`config.mk`:
```
export PLATFORM = sky130hd
export DESIGN_NAME = inst_prefetch_queue_flat
export DESIGN_NICKNAME = d
export VERILOG_FILES = /design/src/rtl/inst_prefetch_queue_if.sv /design/src/rtl/inst_prefetch_queue.sv /design/src/flat_wrapper.sv
export SDC_FILE = /design/constraint.sdc
export NUM_CORES = 1
export LEC_CHECK = 0
export CORE_UTILIZATION = 60
export DETAILED_ROUTE_END_ITERATION = 7
export PLACE_DENSITY = 0.84
export SLEW_MARGIN = 20
export SYNTH_ARGS = -nofsm -noshare
export SYNTH_HDL_FRONTEND = slang
export SYNTH_SLANG_ARGS = --single-unit
```
`constraint.sdc`:
```
create_clock -name clk -period 6.2 [get_ports clk]
set_input_delay 1.24 -clock clk [delete_from_list [all_inputs] [get_ports clk]]
set_output_delay 1.24 -clock clk [all_outputs]
set_load 0.02 [all_outputs]
```
`src/rtl/inst_prefetch_queue_if.sv`:
```
// Bus bundle between the instruction prefetch queue, the instruction SRAM
// and the CPU fetch stage. The master side is the queue itself; the slave
// side is the environment (IM + fetch stage) that feeds and drains it.
interface inst_prefetch_queue_if #(
    parameter int DEPTH = 4,
    parameter int IM_AW = 16
);
    localparam int CNT_W = $clog2(DEPTH + 1);

    logic [IM_AW-1:0] im_addr;
    logic [31:0]      im_rdata;
    logic             redirect;
    logic [31:0]      redirect_pc;
    logic             deq_ready;
    logic             inst_valid;
    logic [31:0]      inst;
    logic [31:0]      inst_pc;
    logic [CNT_W-1:0] count;

    modport master (
        output im_addr,
        output inst_valid,
        output inst,
        output inst_pc,
        output count,
        input  im_rdata,
        input  redirect,
        input  redirect_pc,
        input  deq_ready
    );

    modport slave (
        input  im_addr,
        input  inst_valid,
        input  inst,
        input  inst_pc,
        input  count,
        output im_rdata,
        output redirect,
        output redirect_pc,
        output deq_ready
    );
endinterface

```
`src/rtl/inst_prefetch_queue.sv`:
```
// Instruction prefetch queue: issues sequential fetch addresses to a
// 1-cycle-latency instruction SRAM, buffers up to DEPTH {pc, inst} entries
// and hands them to the CPU through a valid/ready handshake. A redirect
// flushes everything and restarts fetch at a new word-aligned PC.
module inst_prefetch_queue #(
    parameter int          DEPTH    = 4,
    parameter logic [31:0] RESET_PC = 32'h0000_0000,
    parameter int          IM_AW    = 16
) (
    input logic                   clk,
    input logic                   rst,
    inst_prefetch_queue_if.master bus
);
    localparam int               PTR_W   = $clog2(DEPTH);
    localparam int               CNT_W   = $clog2(DEPTH + 1);
    localparam logic [CNT_W:0]   DEPTH_C = (CNT_W + 1)'(DEPTH);
    localparam logic [31:0]      NOP     = 32'h0000_0013;

    // Control state
    logic [31:0]      fetch_pc;
    logic [PTR_W-1:0] rd_ptr;
    logic [PTR_W-1:0] wr_ptr;
    logic [CNT_W-1:0] count_q;
    logic             inflight;

    // Data state (never needs reset; qualified by count/inflight)
    logic [31:0]      inflight_pc;
    logic [31:0]      mem_pc   [DEPTH];
    logic [31:0]      mem_inst [DEPTH];

    logic [CNT_W:0]   occupancy;
    logic             issue;
    logic             enq;
    logic             deq;
    logic             head_valid;

    // Only the word-aligned part of the redirect target is meaningful.
    logic             unused_redirect_lsb;
    assign unused_redirect_lsb = &{1'b0, bus.redirect_pc[1:0]};

    // Issue/enqueue/dequeue decisions for this cycle; redirect overrides all.
    always_comb begin
        occupancy  = {1'b0, count_q} + {{CNT_W{1'b0}}, inflight};
        head_valid = (count_q != '0);
        // The dequeue happening this cycle is not credited back, so a
        // response can never arrive into a full queue.
        issue      = !bus.redirect && (occupancy < DEPTH_C);
        enq        = inflight && !bus.redirect;
        deq        = head_valid && bus.deq_ready && !bus.redirect;
    end

    // Fetch PC, in-flight flag, pointers and occupancy count.
    always_ff @(posedge clk or negedge rst) begin
        if (!rst) begin
            fetch_pc <= RESET_PC;
            inflight <= 1'b0;
            rd_ptr   <= '0;
            wr_ptr   <= '0;
            count_q  <= '0;
        end else if (bus.redirect) begin
            // The response for whatever was issued last cycle is dropped by
            // clearing inflight here.
            fetch_pc <= {bus.redirect_pc[31:2], 2'b00};
            inflight <= 1'b0;
            rd_ptr   <= '0;
            wr_ptr   <= '0;
            count_q  <= '0;
        end else begin
            inflight <= issue;
            if (issue) begin
                fetch_pc <= fetch_pc + 32'd4;
            end
            if (enq) begin
                wr_ptr <= wr_ptr + PTR_W'(1);
            end
            if (deq) begin
                rd_ptr <= rd_ptr + PTR_W'(1);
            end
            case ({enq, deq})
                2'b10:   count_q <= count_q + CNT_W'(1);
                2'b01:   count_q <= count_q - CNT_W'(1);
                default: count_q <= count_q;
            endcase
        end
    end

    // Tag register for the outstanding read and the entry storage.
    always_ff @(posedge clk) begin
        if (issue) begin
            inflight_pc <= fetch_pc;
        end
        if (enq) begin
            mem_pc[wr_ptr]   <= inflight_pc;
            mem_inst[wr_ptr] <= bus.im_rdata;
        end
    end

    // Head of queue and IM address are presented combinationally.
    always_comb begin
        bus.im_addr    = fetch_pc[IM_AW-1:0];
        bus.count      = count_q;
        bus.inst_valid = head_valid;
        bus.inst       = NOP;
        bus.inst_pc    = 32'h0000_0000;
        if (head_valid) begin
            bus.inst    = mem_inst[rd_ptr];
            bus.inst_pc = mem_pc[rd_ptr];
        end
    end
endmodule

```
`src/flat_wrapper.sv`:
```
// flat-port wrapper written by rule: the top's interface ports become plain ports
module inst_prefetch_queue_flat 
#(
    parameter int          DEPTH    = 4,
    parameter logic [31:0] RESET_PC = 32'h0000_0000,
    parameter int          IM_AW    = 16
)
  (clk, rst, bus_im_addr, bus_inst_valid, bus_inst, bus_inst_pc, bus_count, bus_im_rdata, bus_redirect, bus_redirect_pc, bus_deq_ready);
  inst_prefetch_queue_if #(.DEPTH(DEPTH), .IM_AW(IM_AW)) bus_i ();
  input logic clk;
  input logic rst;
  output wire logic [$bits(bus_i.im_addr)-1:0] bus_im_addr;
  output wire logic [$bits(bus_i.inst_valid)-1:0] bus_inst_valid;
  output wire logic [$bits(bus_i.inst)-1:0] bus_inst;
  output wire logic [$bits(bus_i.inst_pc)-1:0] bus_inst_pc;
  output wire logic [$bits(bus_i.count)-1:0] bus_count;
  input wire logic [$bits(bus_i.im_rdata)-1:0] bus_im_rdata;
  input wire logic [$bits(bus_i.redirect)-1:0] bus_redirect;
  input wire logic [$bits(bus_i.redirect_pc)-1:0] bus_redirect_pc;
  input wire logic [$bits(bus_i.deq_ready)-1:0] bus_deq_ready;
  assign bus_im_addr = bus_i.im_addr;
  assign bus_inst_valid = bus_i.inst_valid;
  assign bus_inst = bus_i.inst;
  assign bus_inst_pc = bus_i.inst_pc;
  assign bus_count = bus_i.count;
  assign bus_i.im_rdata = bus_im_rdata;
  assign bus_i.redirect = bus_redirect;
  assign bus_i.redirect_pc = bus_redirect_pc;
  assign bus_i.deq_ready = bus_deq_ready;
  inst_prefetch_queue #(.DEPTH(DEPTH), .RESET_PC(RESET_PC), .IM_AW(IM_AW)) u_core (.clk(clk), .rst(rst), .bus(bus_i));
endmodule
```
# [After elaboration in Yosys (flattened, before gate mapping)]
# Memories as Yosys holds them, arrays and structs flattened.
# Index checks and enable logic that the tools add are counted.
[totals] reg_bits=72 latch_bits=0 ram_bits=256 rom_bits=0 n_memories=2
[mem_list] memory="u_core.mem_inst" depth=4 width=32 rd=1 rd_clocked_by_memory_dff=0 wr=1 line_no="inst_prefetch_queue.sv:29" source="logic [31:0] mem_inst [DEPTH];"
[mem_list] memory="u_core.mem_pc" depth=4 width=32 rd=1 rd_clocked_by_memory_dff=0 wr=1 line_no="inst_prefetch_queue.sv:28" source="logic [31:0] mem_pc [DEPTH];"
[op_classes] add_sub_neg=6 n_mul=0 n_div=0 magnitude_cmp=1 n_eq_ne=2 n_shift=0 mux=13 bitwise=0 n_reduce_logical=10
[op_table] operator="two-way mux 32 bit" count=4
[op_table] operator="adder 32 x 3 -> 32 bit (second input constant)" count=1
[op_table] operator="two-way mux 2 bit" count=4
[op_table] operator="case mux 3 bit (2 select lines)" count=1
[op_table] operator="nonzero test 2 bit" count=3
[op_table] operator="nonzero test 3 bit" count=2
[op_table] operator="adder 2 x 1 -> 2 bit (second input constant)" count=2
[op_table] operator="adder 3 x 1 -> 4 bit" count=1
[op_table] operator="logical AND 1 bit" count=4
[op_table] operator="less-than comparator 4 x 3 -> 1 bit (second input constant)" count=1
[op_table] operator="adder 3 x 1 -> 3 bit (second input constant)" count=1
[op_table] operator="two-way mux 1 bit" count=3
[op_table] operator="two-way mux 3 bit" count=1
[op_table] operator="subtractor 3 x 1 -> 3 bit (second input constant)" count=1
[op_table] operator="equality test 2 x 1 -> 1 bit (second input constant)" count=1
[op_table] operator="equality test 2 bit (second input constant)" count=1
[op_table] operator="logical NOT 1 bit" count=1

# [Logic depth before layout (Yosys ltp)]
[depth] depth_word=6 ltp_mapped=9

# [Worst setup path after synthesis]
# OpenSTA, ideal clock, no wires.
[synth_timing] kind="input to register" start="input bus_redirect" end="memory u_core.mem_inst[0][0] (enable)" t_arrival_ns=3.109 setup_slack_ns=2.664 cell_stages=3 n_path_buf=1 cell_sequence="clkbuf_1 nor2b_1 and2_1"
[synth_between] elab_chain_cells=4
[synth_rtl] element="start, declared" line_no="flat_wrapper.sv:18" source="input wire logic [$bits(bus_i.redirect)-1:0] bus_redirect;"
[synth_rtl] element="logical NOT 1 bit" line_no="inst_prefetch_queue.sv:48" source="enq = inflight && !bus.redirect;"
[synth_rtl] element="logical AND 1 bit" line_no="inst_prefetch_queue.sv:48"
[synth_rtl] element="two-way mux 1 bit" line_no="inst_prefetch_queue.sv:92" source="if (enq) begin"
[synth_rtl] element="two-way mux 1 bit (not written as such)" line_no="inst_prefetch_queue.sv:94" source="mem_inst[wr_ptr] <= bus.im_rdata;"
[synth_rtl] element="end, declared" line_no="inst_prefetch_queue.sv:29"
# Every way passes these cells.

# [Worst setup path in the final report]
[layout_timing] start="register u_core.count_q[0] (netlist: u_core.bus.count[0])" end="output bus_inst_pc[28]"
[layout_between] elab_chain_cells=2
[layout_rtl] element="start, declared" line_no="inst_prefetch_queue.sv:23" source="logic [CNT_W-1:0] count_q;"
[layout_rtl] element="start signal, assigned" line_no="inst_prefetch_queue.sv:80" source="2'b10: count_q <= count_q + CNT_W'(1);"
[layout_rtl] element="start signal, assigned" line_no="inst_prefetch_queue.sv:81" source="2'b01: count_q <= count_q - CNT_W'(1);"
[layout_rtl] element="start signal, assigned" line_no="inst_prefetch_queue.sv:82" source="default: count_q <= count_q;"
[layout_rtl] element="nonzero test 3 bit" line_no="inst_prefetch_queue.sv:44" source="head_valid = (count_q != '0);"
[layout_rtl] element="two-way mux 32 bit" line_no="inst_prefetch_queue.sv:105" source="if (head_valid) begin"
[layout_rtl] element="end, declared" line_no="flat_wrapper.sv:15" source="output wire logic [$bits(bus_i.inst_pc)-1:0] bus_inst_pc;"
# Every way passes these cells.

==> metrics <==
outcome=complete, no violations; via count=around 6500; CTS buffer count=31; DRC errors left=0; Setup TNS=0 ns; post-synth top area cell=edfxtp_1; Sw Share=0.290; synth warn=0; HP Class=flip-flop to flip-flop; Slew @ Worst Pin=around 1.1 ns; Fin. Hold Viols=0; grt ovf=0; Iteration-0 DRC Markers=around 530; core area=between 0.02 and 0.025 mm²; critical path endpoint category=output pin; Non-Filler Cell Area, Final=approximately 0.015 mm²; hold_sp=u_core.inflight_pc[25]$_DFFE_PP_; top cells by area, synth=edfxtp_1, mux4_2, dfrtp_1, and2_1, xnor2_1; Die X=approximately 150 µm; Worst-Skew Late Latency=around 0.54 ns; die height=between 100 and 150 µm; largest net degree at the start of global routing=68; Post-CTS Setup Bufs=0; fmax=~0.21 GHz; relative slew slack=0.257; type of origin of the critical path=flip-flop; initial antenna violation count=0; sequential cell area fraction in the yosys report=0.737; final number of setup-violating endpoints=0; Post-synth top cells=edfxtp_1, and2_1, mux4_2; Avg Inst Size Synth=18.5 µm²; Tmin final=roughly 4.7 ns; Final WS setup=between 1.5 and 2 ns; final net count=slightly below 900; Setup WS pre-CTS=between 2 and 2.5 ns; Sequential Power Share=0.440; Worst Setup SP=u_core.bus.count[0]$_DFFE_PN0P_; Post-synth top flop=edfxtp_1; Top Ports=between 150 and 200; RSZ-0062 raised after global routing=no; clock share of power=0.276; Post-Synthesis Cells=approximately 700; most common cell in the netlist=edfxtp_1; clock root cell=clkbuf_16; Hold Buf Count CTS=0; Initial Util=0.617; WP data required=between 4 and 5 ns; die area=0.0216 mm²; Post-Synthesis Cell Area=~0.013 mm²; port bufs=about 150; diodes inserted=0; number of fill cells in the layout=between 1000 and 1500; Post-Route WL=23900 µm; Worst Hold Depth=0; Clk pin slew, worst setup/hold paths=approximately 0.060 ns; Pint=about 4.6 mW; Routed Antenna Nets=0; Yosys reg bits=approximately 320; CTS Buffer Depth=3; first-pass GRT wire length=~37000 µm; area delta synth->final=20.3%; share of cells above drive strength 1=0.169; CTS tree=built; drt first pass iters=5; DR vias/cell=5.85; Yosys cell types=between 40 and 50; reg2reg start=u_core.bus.count[0]$_DFFE_PN0P_; R2R depth=9; RD Place Congestion=0.847; Post-synth EDFFs=~280; Final Util=0.743; pwr dens=approximately 430 mW/mm²; worst vdd ir=0.226 mV; NetSw=about 1.9 mW; Worst Skew=0.00716 ns; Yosys top cell area share=0.662; H-Tree Depth=1; CP arrival=about 3.4 ns; Placed Area=between 0.01 and 0.015 mm²; number of global-route vias before repair=approximately 6800; Final Max Tran Viols=0; Pleak=4.99 nW; Post-synth ARST share=0.120; Wirelength per Cell=roughly 21 µm; All-Layer GR Usage=0.225; CP Max Fanout=62; post-DP HPWL=between 10000 and 15000 µm; FP Rows=52; Tcrit/Tclk final=0.752; CTS Sinks=approximately 320; max_cap viols=0; combinational share of power=0.284; CTS resizes=0; crit path kind=flip-flop to output pin
==> critical path, stage by stage (launching register included) <==
cell and delay (ns):
dfrtp_1 0.49, nor3_1 0.77, inv_2 0.63, and2_1 0.38
clkdlybuf4s50_1 0.55
==> area by class of cell <==
class / instances / area [µm²] / area share
flip-flops and latches: 316 / 9300 / 0.613
multi-input cells: 314 / 3050 / 0.201
well taps: 270 / 338 / 0.0223
inverters: 4 / 15.0 / 0.000990
clock buffers: 43 / 861 / 0.0567
clock inverters: 14 / 123 / 0.00808
repair buffers: 150 / 1480 / 0.0975
==> layout by cell type, fill, tap and decap left out, drive strengths merged, types with 5 or more instances in the layout <==
cell type	n
nand4	9
clkdlybuf4s50	143
nor3	11
xor2	14
and2	66
dfrtp	38
mux4	62
nand2	39
clkbuf	43
nand3	13
buf	7
xnor2	20
clkinv	9
edfxtp	278
ha	5
nor2	11
o21ai	25
nor4	6
==> kinds of logic after synthesis <==
kind of cell,count (synthesis),share of synthesized area
compound gates,28,0.0124
xor+xnor,34,0.0242
fa+ha+maj,6,0.00655
buf+inv,53,0.0226
flops,316,0.737
mux,70,0.117
other cells,1,0.000297
simple gates,172,0.0793
==> flip-flops by register name, indices dropped and copies added (netlist names) <==
register,count
u_core.rd_ptr,2
u_core.fetch_pc,30
u_core.inflight_pc,30
u_core.mem_inst,128
u_core.inflight,1
u_core.mem_pc,120
u_core.bus.count,3
u_core.wr_ptr,2
==> final timing paths <==
check / to / slack (ns)
min reg2reg: u_core.mem_pc[3][25]$_DFFE_PP_ / 0.49
min in group asynchronous: u_core.fetch_pc[19]$_DFFE_PN0N_ / 0.82
max reg2reg: u_core.bus.count[2]$_DFFE_PN0P_ / 2.63
max: bus_inst_pc[28] / 1.54
min: u_core.mem_pc[3][25]$_DFFE_PP_ / 0.49
max in group asynchronous: u_core.rd_ptr[0]$_DFFE_PN0P_ / 4.73
==> stage by stage <==
step                instances  power [mW]  hold slack [ns]
floorplan                 683        3.98            0.449
global placement         1054        4.70            0.468
detailed placement       1054        4.76            0.488
CTS                      1111        6.53            0.500
global route             1111        6.73            0.508
finish                   1111        6.48            0.494
==> metal layers <==
| metal | up-vias | global-route usage | wire [µm] |
|---|---|---|---|
| li1 | 2874 | - | - |
| met1 | 3333 | 0.306 | 9700 |
| met2 | 260 | 0.377 | 12100 |
| met3 | 32 | 0.0407 | 1580 |
| met4 | 0 | 0.0732 | 452 |
| met5 | - | 0 | 0 |
==> power groups by stage <==
stage | sequential [mW] | combinational, mW | clock (mW)
2_1_floorplan | 2.75 | 1.22 | 0
3_3_place_gp | 2.88 | 1.82 | 0
3_5_place_dp | 2.90 | 1.85 | 0
4_1_cts | 2.86 | 1.87 | 1.81
5_1_grt | 2.89 | 1.95 | 1.89
6_report | 2.85 | 1.84 | 1.79
No activity file was read; power rests on OpenSTA's default activity.
